--- config.mk ---
export PLATFORM = sky130hd
export DESIGN_NAME = ss_seq
export DESIGN_NICKNAME = d
export VERILOG_FILES = /design/src/rtl/ss_seq.sv
export SDC_FILE = /design/constraint.sdc
export NUM_CORES = 1
export LEC_CHECK = 0
export CORE_UTILIZATION = 48
export CTS_CLUSTER_DIAMETER = 150
export DETAILED_ROUTE_END_ITERATION = 10
export PLACE_DENSITY = 0.87
export SLEW_MARGIN = 40
export SYNTH_ARGS = -nofsm -noshare
export SYNTH_HDL_FRONTEND = slang
export SYNTH_SLANG_ARGS = --single-unit
export TNS_END_PERCENT = 50
--- constraint.sdc ---
create_clock -name clk -period 1.9 [get_ports clk]
set_input_delay 0.475 -clock clk [delete_from_list [all_inputs] [get_ports clk]]
set_output_delay 0.475 -clock clk [all_outputs]
set_load 0.03 [all_outputs]
--- src/rtl/ss_seq.sv ---
// ss_seq: save-state sequencer driving a mapper's save-state port.
// On a save it reads mapper slots 0..LAST_REG plus index slot 127 and writes
// them to snapshot memory. On a load it reads snapshot memory and strobes the
// bytes back into the mapper.
// Optional feature macro: SS_IDXCHK_EN. When defined, a load first compares
// the stored index byte (slot 127) with the mapper's live index. A mismatch
// aborts with an err pulse before any ss_we strobe.
// Ports:
//   clk, rst_n            clock, async active-low reset
//   start, op_load        command pulse and direction (0 save, 1 load)
//   busy, done, err       status; done/err are one-cycle pulses
//   ss_act, ss_we         save-state mode enable and register write strobe
//   ss_addr, ss_wdat      mapper slot and restore data
//   ss_rdat               mapper readback data
//   mem_req, mem_we       snapshot memory request (held until mem_ack), write
//   mem_addr, mem_wdat    snapshot slot and write data
//   mem_rdat, mem_ack     read data (valid with ack) and one-cycle ack
module ss_seq #(
  parameter int unsigned LAST_REG  = 2,
  parameter int unsigned SETUP_CYC = 2,
  parameter int unsigned WE_CYC    = 2
) (
  input  logic       clk,
  input  logic       rst_n,
  input  logic       start,
  input  logic       op_load,
  output logic       busy,
  output logic       done,
  output logic       err,
  output logic       ss_act,
  output logic       ss_we,
  output logic [7:0] ss_addr,
  output logic [7:0] ss_wdat,
  input  logic [7:0] ss_rdat,
  output logic       mem_req,
  output logic       mem_we,
  output logic [7:0] mem_addr,
  output logic [7:0] mem_wdat,
  input  logic [7:0] mem_rdat,
  input  logic       mem_ack
);

  localparam int unsigned CNT_W = 8;
  localparam logic [7:0] IDX_SLOT  = 8'd127;
  localparam logic [7:0] LAST_SLOT = 8'(LAST_REG);
  localparam logic [CNT_W-1:0] SETUP_LAST = CNT_W'(SETUP_CYC - 1);
  localparam logic [CNT_W-1:0] WE_LAST    = CNT_W'(WE_CYC - 1);

  typedef enum logic [3:0] {
    S_IDLE   = 4'd0,
    S_SETUP  = 4'd1,
    S_SAMPLE = 4'd2,
    S_MEM_W  = 4'd3,
    S_MEM_R  = 4'd4,
    S_STROBE = 4'd5,
    S_FIN    = 4'd6
`ifdef SS_IDXCHK_EN
    ,
    S_CHK_RD  = 4'd7,
    S_CHK_CMP = 4'd8
`endif
  } state_t;

  state_t           state_q, state_d;
  logic [7:0]       slot_q, slot_d;
  logic [CNT_W-1:0] cnt_q, cnt_d;
  logic             op_q, op_d;
  logic             busy_q, busy_d;
  logic             done_q, done_d;
  logic             ss_act_q, ss_act_d;
  logic             ss_we_q, ss_we_d;
  logic [7:0]       ss_addr_q, ss_addr_d;
  logic [7:0]       ss_wdat_q, ss_wdat_d;
  logic             mem_req_q, mem_req_d;
  logic             mem_we_q, mem_we_d;
  logic [7:0]       mem_addr_q, mem_addr_d;
  logic [7:0]       mem_wdat_q, mem_wdat_d;
  logic [7:0]       nxt_slot;
`ifdef SS_IDXCHK_EN
  logic             err_q, err_d;
  logic [7:0]       idx_q, idx_d;
`endif

  // State and output registers
  always_ff @(posedge clk or negedge rst_n) begin
    if (!rst_n) begin
      state_q    <= S_IDLE;
      slot_q     <= '0;
      cnt_q      <= '0;
      op_q       <= 1'b0;
      busy_q     <= 1'b0;
      done_q     <= 1'b0;
      ss_act_q   <= 1'b0;
      ss_we_q    <= 1'b0;
      ss_addr_q  <= '0;
      ss_wdat_q  <= '0;
      mem_req_q  <= 1'b0;
      mem_we_q   <= 1'b0;
      mem_addr_q <= '0;
      mem_wdat_q <= '0;
`ifdef SS_IDXCHK_EN
      err_q      <= 1'b0;
      idx_q      <= '0;
`endif
    end else begin
      state_q    <= state_d;
      slot_q     <= slot_d;
      cnt_q      <= cnt_d;
      op_q       <= op_d;
      busy_q     <= busy_d;
      done_q     <= done_d;
      ss_act_q   <= ss_act_d;
      ss_we_q    <= ss_we_d;
      ss_addr_q  <= ss_addr_d;
      ss_wdat_q  <= ss_wdat_d;
      mem_req_q  <= mem_req_d;
      mem_we_q   <= mem_we_d;
      mem_addr_q <= mem_addr_d;
      mem_wdat_q <= mem_wdat_d;
`ifdef SS_IDXCHK_EN
      err_q      <= err_d;
      idx_q      <= idx_d;
`endif
    end
  end

  // Next-state and next-output logic
  always_comb begin
    state_d    = state_q;
    slot_d     = slot_q;
    cnt_d      = cnt_q;
    op_d       = op_q;
    busy_d     = busy_q;
    done_d     = 1'b0;
    ss_act_d   = ss_act_q;
    ss_we_d    = ss_we_q;
    ss_addr_d  = ss_addr_q;
    ss_wdat_d  = ss_wdat_q;
    mem_req_d  = mem_req_q;
    mem_we_d   = mem_we_q;
    mem_addr_d = mem_addr_q;
    mem_wdat_d = mem_wdat_q;
    nxt_slot   = slot_q + 8'd1;
`ifdef SS_IDXCHK_EN
    err_d      = 1'b0;
    idx_d      = idx_q;
`endif
    case (state_q)
      S_IDLE: begin
        if (start) begin
          slot_d   = '0;
          cnt_d    = '0;
          op_d     = op_load;
          busy_d   = 1'b1;
          ss_act_d = 1'b1;
          if (!op_load) begin
            state_d   = S_SETUP;
            ss_addr_d = '0;
            ss_wdat_d = '0;
          end else begin
            mem_req_d = 1'b1;
            mem_we_d  = 1'b0;
`ifdef SS_IDXCHK_EN
            state_d    = S_CHK_RD;
            mem_addr_d = IDX_SLOT;
`else
            state_d    = S_MEM_R;
            mem_addr_d = '0;
`endif
          end
        end
      end
      S_SETUP: begin
        if (cnt_q == SETUP_LAST) begin
          cnt_d = '0;
          if (op_q) begin
            state_d = S_STROBE;
            ss_we_d = 1'b1;
          end else begin
            state_d = S_SAMPLE;
          end
        end else begin
          cnt_d = cnt_q + CNT_W'(1);
        end
      end
      S_SAMPLE: begin
        mem_wdat_d = ss_rdat;
        mem_req_d  = 1'b1;
        mem_we_d   = 1'b1;
        mem_addr_d = slot_q;
        state_d    = S_MEM_W;
      end
      S_MEM_W: begin
        if (mem_ack) begin
          mem_req_d = 1'b0;
          mem_we_d  = 1'b0;
          if (slot_q == IDX_SLOT) begin
            state_d  = S_FIN;
            done_d   = 1'b1;
            busy_d   = 1'b0;
            ss_act_d = 1'b0;
          end else begin
            // After the last register slot the index slot is saved.
            slot_d    = (slot_q == LAST_SLOT) ? IDX_SLOT : nxt_slot;
            ss_addr_d = (slot_q == LAST_SLOT) ? IDX_SLOT : nxt_slot;
            cnt_d     = '0;
            state_d   = S_SETUP;
          end
        end
      end
      S_MEM_R: begin
        if (mem_ack) begin
          mem_req_d = 1'b0;
          ss_wdat_d = mem_rdat;
          ss_addr_d = slot_q;
          cnt_d     = '0;
          state_d   = S_SETUP;
        end
      end
      S_STROBE: begin
        if (cnt_q == WE_LAST) begin
          ss_we_d = 1'b0;
          cnt_d   = '0;
          if (slot_q == LAST_SLOT) begin
            state_d  = S_FIN;
            done_d   = 1'b1;
            busy_d   = 1'b0;
            ss_act_d = 1'b0;
          end else begin
            slot_d     = nxt_slot;
            mem_req_d  = 1'b1;
            mem_we_d   = 1'b0;
            mem_addr_d = nxt_slot;
            state_d    = S_MEM_R;
          end
        end else begin
          cnt_d = cnt_q + CNT_W'(1);
        end
      end
      S_FIN: begin
        state_d = S_IDLE;
      end
`ifdef SS_IDXCHK_EN
      S_CHK_RD: begin
        if (mem_ack) begin
          mem_req_d = 1'b0;
          idx_d     = mem_rdat;
          ss_addr_d = IDX_SLOT;
          cnt_d     = '0;
          state_d   = S_CHK_CMP;
        end
      end
      S_CHK_CMP: begin
        if (cnt_q == SETUP_LAST) begin
          cnt_d = '0;
          if (ss_rdat == idx_q) begin
            slot_d     = '0;
            mem_req_d  = 1'b1;
            mem_we_d   = 1'b0;
            mem_addr_d = '0;
            state_d    = S_MEM_R;
          end else begin
            // Snapshot belongs to a different mapper: abort untouched.
            err_d    = 1'b1;
            busy_d   = 1'b0;
            ss_act_d = 1'b0;
            state_d  = S_IDLE;
          end
        end else begin
          cnt_d = cnt_q + CNT_W'(1);
        end
      end
`endif
      default: begin
        state_d = S_IDLE;
      end
    endcase
  end

  assign busy     = busy_q;
  assign done     = done_q;
  assign ss_act   = ss_act_q;
  assign ss_we    = ss_we_q;
  assign ss_addr  = ss_addr_q;
  assign ss_wdat  = ss_wdat_q;
  assign mem_req  = mem_req_q;
  assign mem_we   = mem_we_q;
  assign mem_addr = mem_addr_q;
  assign mem_wdat = mem_wdat_q;
`ifdef SS_IDXCHK_EN
  assign err      = err_q;
`else
  assign err      = 1'b0;
`endif

endmodule

Word level (Yosys, flattened, before mapping)
Index checks and enable logic that the tools add are counted.
{ "op_classes": {"addsub": 2, "n_eq_ne": 21, "muxes": 57, "reduce_logical": 22} }
{ "op_table": {"columns": ["op", "n"], "rows": [
  ["2-to-1 mux 8 bit", 16],
  ["one-hot mux 8 bit (3 select lines)", 3],
  ["one-hot mux 8 bit (4 select lines)", 1],
  ["AND reduction 6 bit", 5],
  ["!= test 2 bit (second input constant)", 12],
  ["one-hot mux 4 bit (6 select lines)", 1],
  ["2-to-1 mux 1 bit", 21],
  ["2-to-1 mux 4 bit", 5],
  ["adder 8 x 1 -> 8 bit (second input constant)", 2],
  ["one-hot mux 8 bit (2 select lines)", 1],
  ["AND reduction 5 bit", 3],
  ["nonzero test 4 bit", 3],
  ["2-to-1 mux 3 bit", 3],
  ["nonzero test 3 bit", 3],
  ["equality test 4 x 2 -> 1 bit (second input constant)", 2],
  ["equality test 4 x 3 -> 1 bit (second input constant)", 2],
  ["equality test 8 x 1 -> 1 bit (second input constant)", 1],
  ["equality test 8 x 2 -> 1 bit (second input constant)", 1],
  ["equality test 8 x 7 -> 1 bit (second input constant)", 1],
  ["one-hot mux 1 bit (4 select lines)", 2],
  ["AND reduction 4 bit", 2],
  ["equality test 4 x 1 -> 1 bit (second input constant)", 1],
  ["zero test 4 bit", 1],
  ["one-hot mux 1 bit (2 select lines)", 2],
  ["6 further kinds", 8]
]} }
{ "word_totals": {"reg_bits": 58, "out_inout_bits": 39, "elab_cells": 115} }

Longest topological paths before layout
{ "depth": {"depth_word": 5, "depth_mapped": 8, "depth_no_buf": 7} }

Worst setup path after synthesis
Ideal clock, no wire load.
{ "synth_timing": {"kind": "register to register", "startpoint": "register slot_q[0]", "endpoint": "register slot_q[4]", "setup_time_ps": 148, "arrival_ps": 1652, "required_time_ps": 1752, "slack_ps": 100, "stages_incl_launch_ff": 8, "n_path_buf": 1, "cell_sequence": "dfrtp_1 -> ha_1 -> and3b_2 -> and3_4 -> a21oi_4 -> and2_4 -> buf_6 -> a311oi_2"} }
{ "synth_via": {"elab_chain_len": 5, "word_cells_on_any_way": 12} }
{ "synth_rtl": {"columns": ["item", "line", "rtl"], "rows": [
  ["start: declaration", "65", "logic [7:0] slot_q, slot_d;"],
  ["start signal: assignment", "107", "slot_q <= slot_d;"],
  ["adder 8 x 1 -> 8 bit / equality test 8 x 2 -> 1 bit (equally long branches)", "143, 204, 224", null],
  ["2-to-1 mux 8 bit", "204", "slot_d = (slot_q == LAST_SLOT) ? IDX_SLOT : nxt_slot;"],
  ["2-to-1 mux 8 bit", "197", "if (slot_q == IDX_SLOT) begin"],
  ["2-to-1 mux 8 bit", "194", "if (mem_ack) begin"],
  ["one-hot mux 8 bit (3 select lines)", "148", "case (state_q)"]
]} }
Parallel ways exist; a longest one is shown, timed or not. The select of a mux whose other input is x is not followed.
A chain may end at the register's enable or synchronous reset.

Worst setup path in the final report
{ "layout_timing": {"startpoint": "register cnt_q[1]", "endpoint": "register slot_q[3]"} }
{ "layout_via": {"elab_chain_len": 3} }
{ "layout_rtl": {"columns": ["item", "line", "rtl"], "rows": [
  ["start: declaration", "66", "logic [CNT_W-1:0] cnt_q, cnt_d;"],
  ["start signal: assignment", "108", "cnt_q <= cnt_d;"],
  ["equality test 8 x 1 -> 1 bit", "221", "if (cnt_q == WE_LAST) begin"],
  ["!= test 2 bit (no line)", null, null],
  ["AND reduction 6 bit (no line)", null, null]
]} }
Every way passes these cells.

==> impl_metrics.py <==
metrics = {
    "die": {
        "num_io_pins": 60,
        "floorplan.initialDensity_pct": 50.95,
        "die_area_um2": 7231,
        "die-width_um": 85.04,
        "placementRows": 29,
        "core_ar_um2": 6495,
        "fp.dieH_um": 85.04,
    },
    "cells_and_area": {
        "most-common-layout-cells": "sky130_fd_sc_hd__dfrtp_1 (57), sky130_fd_sc_hd__clkdlybuf4s50_1 (52), sky130_fd_sc_hd__nand2_1 (50), sky130_fd_sc_hd__o21ai_0 (50), sky130_fd_sc_hd__buf_4 (41)",
        "drive_above_1_share_pct": 23.60,
        "multi_input_comb_area_um2": 1724,
        "area.growth.synth_to_final_pct": 34.59,
        "post_layout_nonfiller_instances": 522,
        "layout.area.seq_um2": 1426,
        "nets": 465,
        "n_antenna_cell": 0,
        "fillCellCount": 463,
        "layout.cells.most_common": "sky130_fd_sc_hd__dfrtp_1",
    },
    "clock_network": {
        "clk_root_buffer_cell": "sky130_fd_sc_hd__clkbuf_8",
        "cts_tree": "built",
        "cts_max_path_buffers": 2,
        "cts-htree-levels": 3,
        "clk_pin_slew_worst_paths_ns": 0.06,
        "numCtsBuffers": 9,
        "clk_latency_ns": 0.35,
        "clock_sink_count": 57,
    },
    "synthesis": {
        "synth_seq_cells": 57,
        "synth-edff-count": 0,
        "synth-async-reset-ratio_pct": 100.0,
        "synth_nets": 376,
        "post_synth_instance_area_um2": 3309,
        "postSynthAreaPerCell_um2": 9.429,
        "yosysWarnings": 0,
        "yosys_most_used_dff": "sky130_fd_sc_hd__dfrtp_1",
        "synth_cell_types": 60,
        "synth_seq_area_share_pct": 43.10,
        "synthesis.instances": 351,
    },
    "detailed_routing": {
        "tritonroute_pass_1_iters": 5,
        "avgRoutedWirePerCell_um": 16.02,
        "detail_route.wirelength_mm": 8.363,
        "dr.first_iter.drc_count": 285,
        "drcViolationCount": 0,
        "detailroute.via_count": 3018,
        "antenna_violating_nets_post_route": 0,
        "vias_per_cell": 5.782,
    },
    "pwr": {
        "power_leakage_uw": 0.002028,
        "vdd_ir_drop_max_v": 0.0009240,
        "total_power_density_per_cell_area_nw_per_um2": 1526,
    },
    "outcome": {
        "status": "complete, but fails checks",
        "violations": "negative setup slack",
    },
    "global_route": {
        "grt_pass1_wl_mm": 14.26,
        "antenna_violations_before_repair": 0,
        "grt_start_max_net_pins": 58,
        "grt_pass1_vias": 2894,
        "global_route.usage.total_pct": 25.34,
        "grt_overflow": 0,
    },
    "placement": {
        "place_ws_ns": -0.2594,
        "dp_hpwl_mm": 6.116,
        "buffer_ports.inserted": 58,
        "dpl.cell_count": 503,
        "gp_congestion": 0.9310,
    },
    "sta": {
        "maxClockFrequency_mhz": 522.7,
        "final_min_period_over_clock_period_pct": 100.7,
        "setup_viol_count_final": 3,
        "totalNegativeSetupSlack_ns": -0.03013,
        "timing.max_slew.rel_slack_pct": 63.74,
        "final.setup.worst_slack_ns": -0.01301,
        "final-max-slew-violation-count": 0,
        "whs_ns": 0.1090,
        "maximum_clock_skew_at_final_layout_ns": 0.009577,
        "min_period_ns": 1.913,
        "report.final.hold_viol_count": 0,
        "grt_setup_unrepaired": "true",
        "worstMarginPinSlew_ns": 0.5398,
    },
    "setup_path": {
        "worstSetupPathType": "reg2reg",
        "critical_path_arrival_ns": 2.12,
        "worstSetupStartpointType": "flop",
        "worst_setup_path_end_kind": "flop",
        "worst-path-max-fanout": 8,
        "crit_required_ns": 2.11,
    },
    "worst_hold_path": {
        "holdCritPathClass": "in2async",
    },
    "run": {
        "max_capacitance_violation_count": 0,
    },
}
-- through the flow --
stage	power [uW]	cell area [um^2]	utilization, %
finish	6796	4454	68.58
global route	7208	4454	68.58
CTS	6693	4373	67.33
detailed placement	5454	4156	64.00
global placement	5327	4156	64.00
floorplan	4158	3309	-
-- report_power, final --
| part | leakage [uW] | total [uW] | switching (uW) | internal [uW] |
|---|---|---|---|---|
| Sequential | 0.000749 | 1860 | 265 | 1590 |
| Clock | 0.000106 | 1220 | 491 | 731 |
| Combinational | 0.00117 | 3720 | 2090 | 1630 |
| Total | 0.00203 | 6800 | 2850 | 3950 |
-- layer usage --
| layer | vias to the layer above | GRT usage (%) | wire [um] |
|---|---|---|---|
| met2 | 135 | 40.47 | 3917 |
| li1 | 1445 | - | - |
| met5 | - | 0 | 0 |
| met3 | 26 | 4.767 | 527 |
| met1 | 1412 | 33.23 | 3659 |
| met4 | 0 | 12.33 | 259 |
-- what timing repair did --
action,in CTS,in global routing
hold buffers,0,0
resized for setup,1,17
pin swaps,5,8
endpoints found under the setup margin,6,28
buffers inserted,1,2
-- layout make-up --
cell class | instances | share of cell area, %
clock inverter | 6 | 1.854
tap | 77 | 2.163
multi-input combinational | 260 | 38.71
timing repair buffer | 103 | 21.63
inverter | 9 | 0.7584
sequential | 57 | 32.02
clock buffer | 10 | 2.865
-- worst max-delay path, stage by stage, from the launching register on --
cell	delay (ns)
sky130_fd_sc_hd__dfrtp_1	0.37
sky130_fd_sc_hd__inv_1	0.05
sky130_fd_sc_hd__ha_1	0.14
sky130_fd_sc_hd__nor4b_4	0.25
sky130_fd_sc_hd__nand3_2	0.17
sky130_fd_sc_hd__buf_6	0.17
sky130_fd_sc_hd__a21oi_4	0.24
sky130_fd_sc_hd__and2_4	0.27
sky130_fd_sc_hd__a311oi_1	0.11
-- cells by family after synthesis --
kind of cell	count (synthesis)	share of synthesized area, %
AND/OR/NAND/NOR	118	18.98
AO/OA/AOI/OAI	117	22.38
flip-flops	57	43.10
buffers and inverters	34	6.389
multiplexers	18	6.995
adder cells (fa/ha/maj)	4	1.512
XOR/XNOR	2	0.5294
other	1	0.1133
-- flip-flops by register name (all words and copies together) (netlist names) --
name / count
ss_we: 1
ss_addr: 8
ss_act: 1
op_q: 1
state_q: 3
mem_addr: 8
done: 1
mem_we: 1
mem_wdat: 8
slot_q: 8
ss_wdat: 8
mem_req: 1
cnt_q: 8
-- synth_stat cells, types with 4 or more instances --
library cell,instances,area share [%]
sky130_fd_sc_hd__dfrtp_1,57,43
sky130_fd_sc_hd__o21ai_0,51,7.7
sky130_fd_sc_hd__nand2_1,50,5.7
sky130_fd_sc_hd__a21oi_1,20,3.0
sky130_fd_sc_hd__nor2_1,15,1.7
sky130_fd_sc_hd__a31oi_1,11,2.1
sky130_fd_sc_hd__clkbuf_1,9,1.0
sky130_fd_sc_hd__inv_1,9,1.0
sky130_fd_sc_hd__mux2_2,9,3.1
sky130_fd_sc_hd__mux2_4,8,3.6
sky130_fd_sc_hd__nand3_1,8,1.2
sky130_fd_sc_hd__and3_1,7,1.3
sky130_fd_sc_hd__nand4_1,6,1.1
sky130_fd_sc_hd__buf_2,5,0.76
sky130_fd_sc_hd__clkbuf_8,5,2.1
sky130_fd_sc_hd__nand2b_1,5,0.95
sky130_fd_sc_hd__nor3_1,5,0.76
sky130_fd_sc_hd__o21ai_1,5,0.76
sky130_fd_sc_hd__a22oi_1,4,0.91
sky130_fd_sc_hd__ha_1,4,1.5
sky130_fd_sc_hd__nor2b_1,4,0.76
-- path summary, 6_finish.rpt --
check | startpoint | end | slack [ns] | depth (start not counted)
worst min register to register | ss_wdat[6] | ss_wdat[6] | 0.48 | 2
worst max register to register | cnt_q[1] | slot_q[3] | -0.01 | 8
min in group clk | ss_wdat[6] | ss_wdat[6] | 0.48 | 2
worst max-delay path | cnt_q[1] | slot_q[3] | -0.01 | 8
worst min-delay path | rst_n | state_q[2] | 0.11 | 2
max in group asynchronous | rst_n | mem_addr[6] | 1.52 | 2
(Power assumes the default switching activity.)
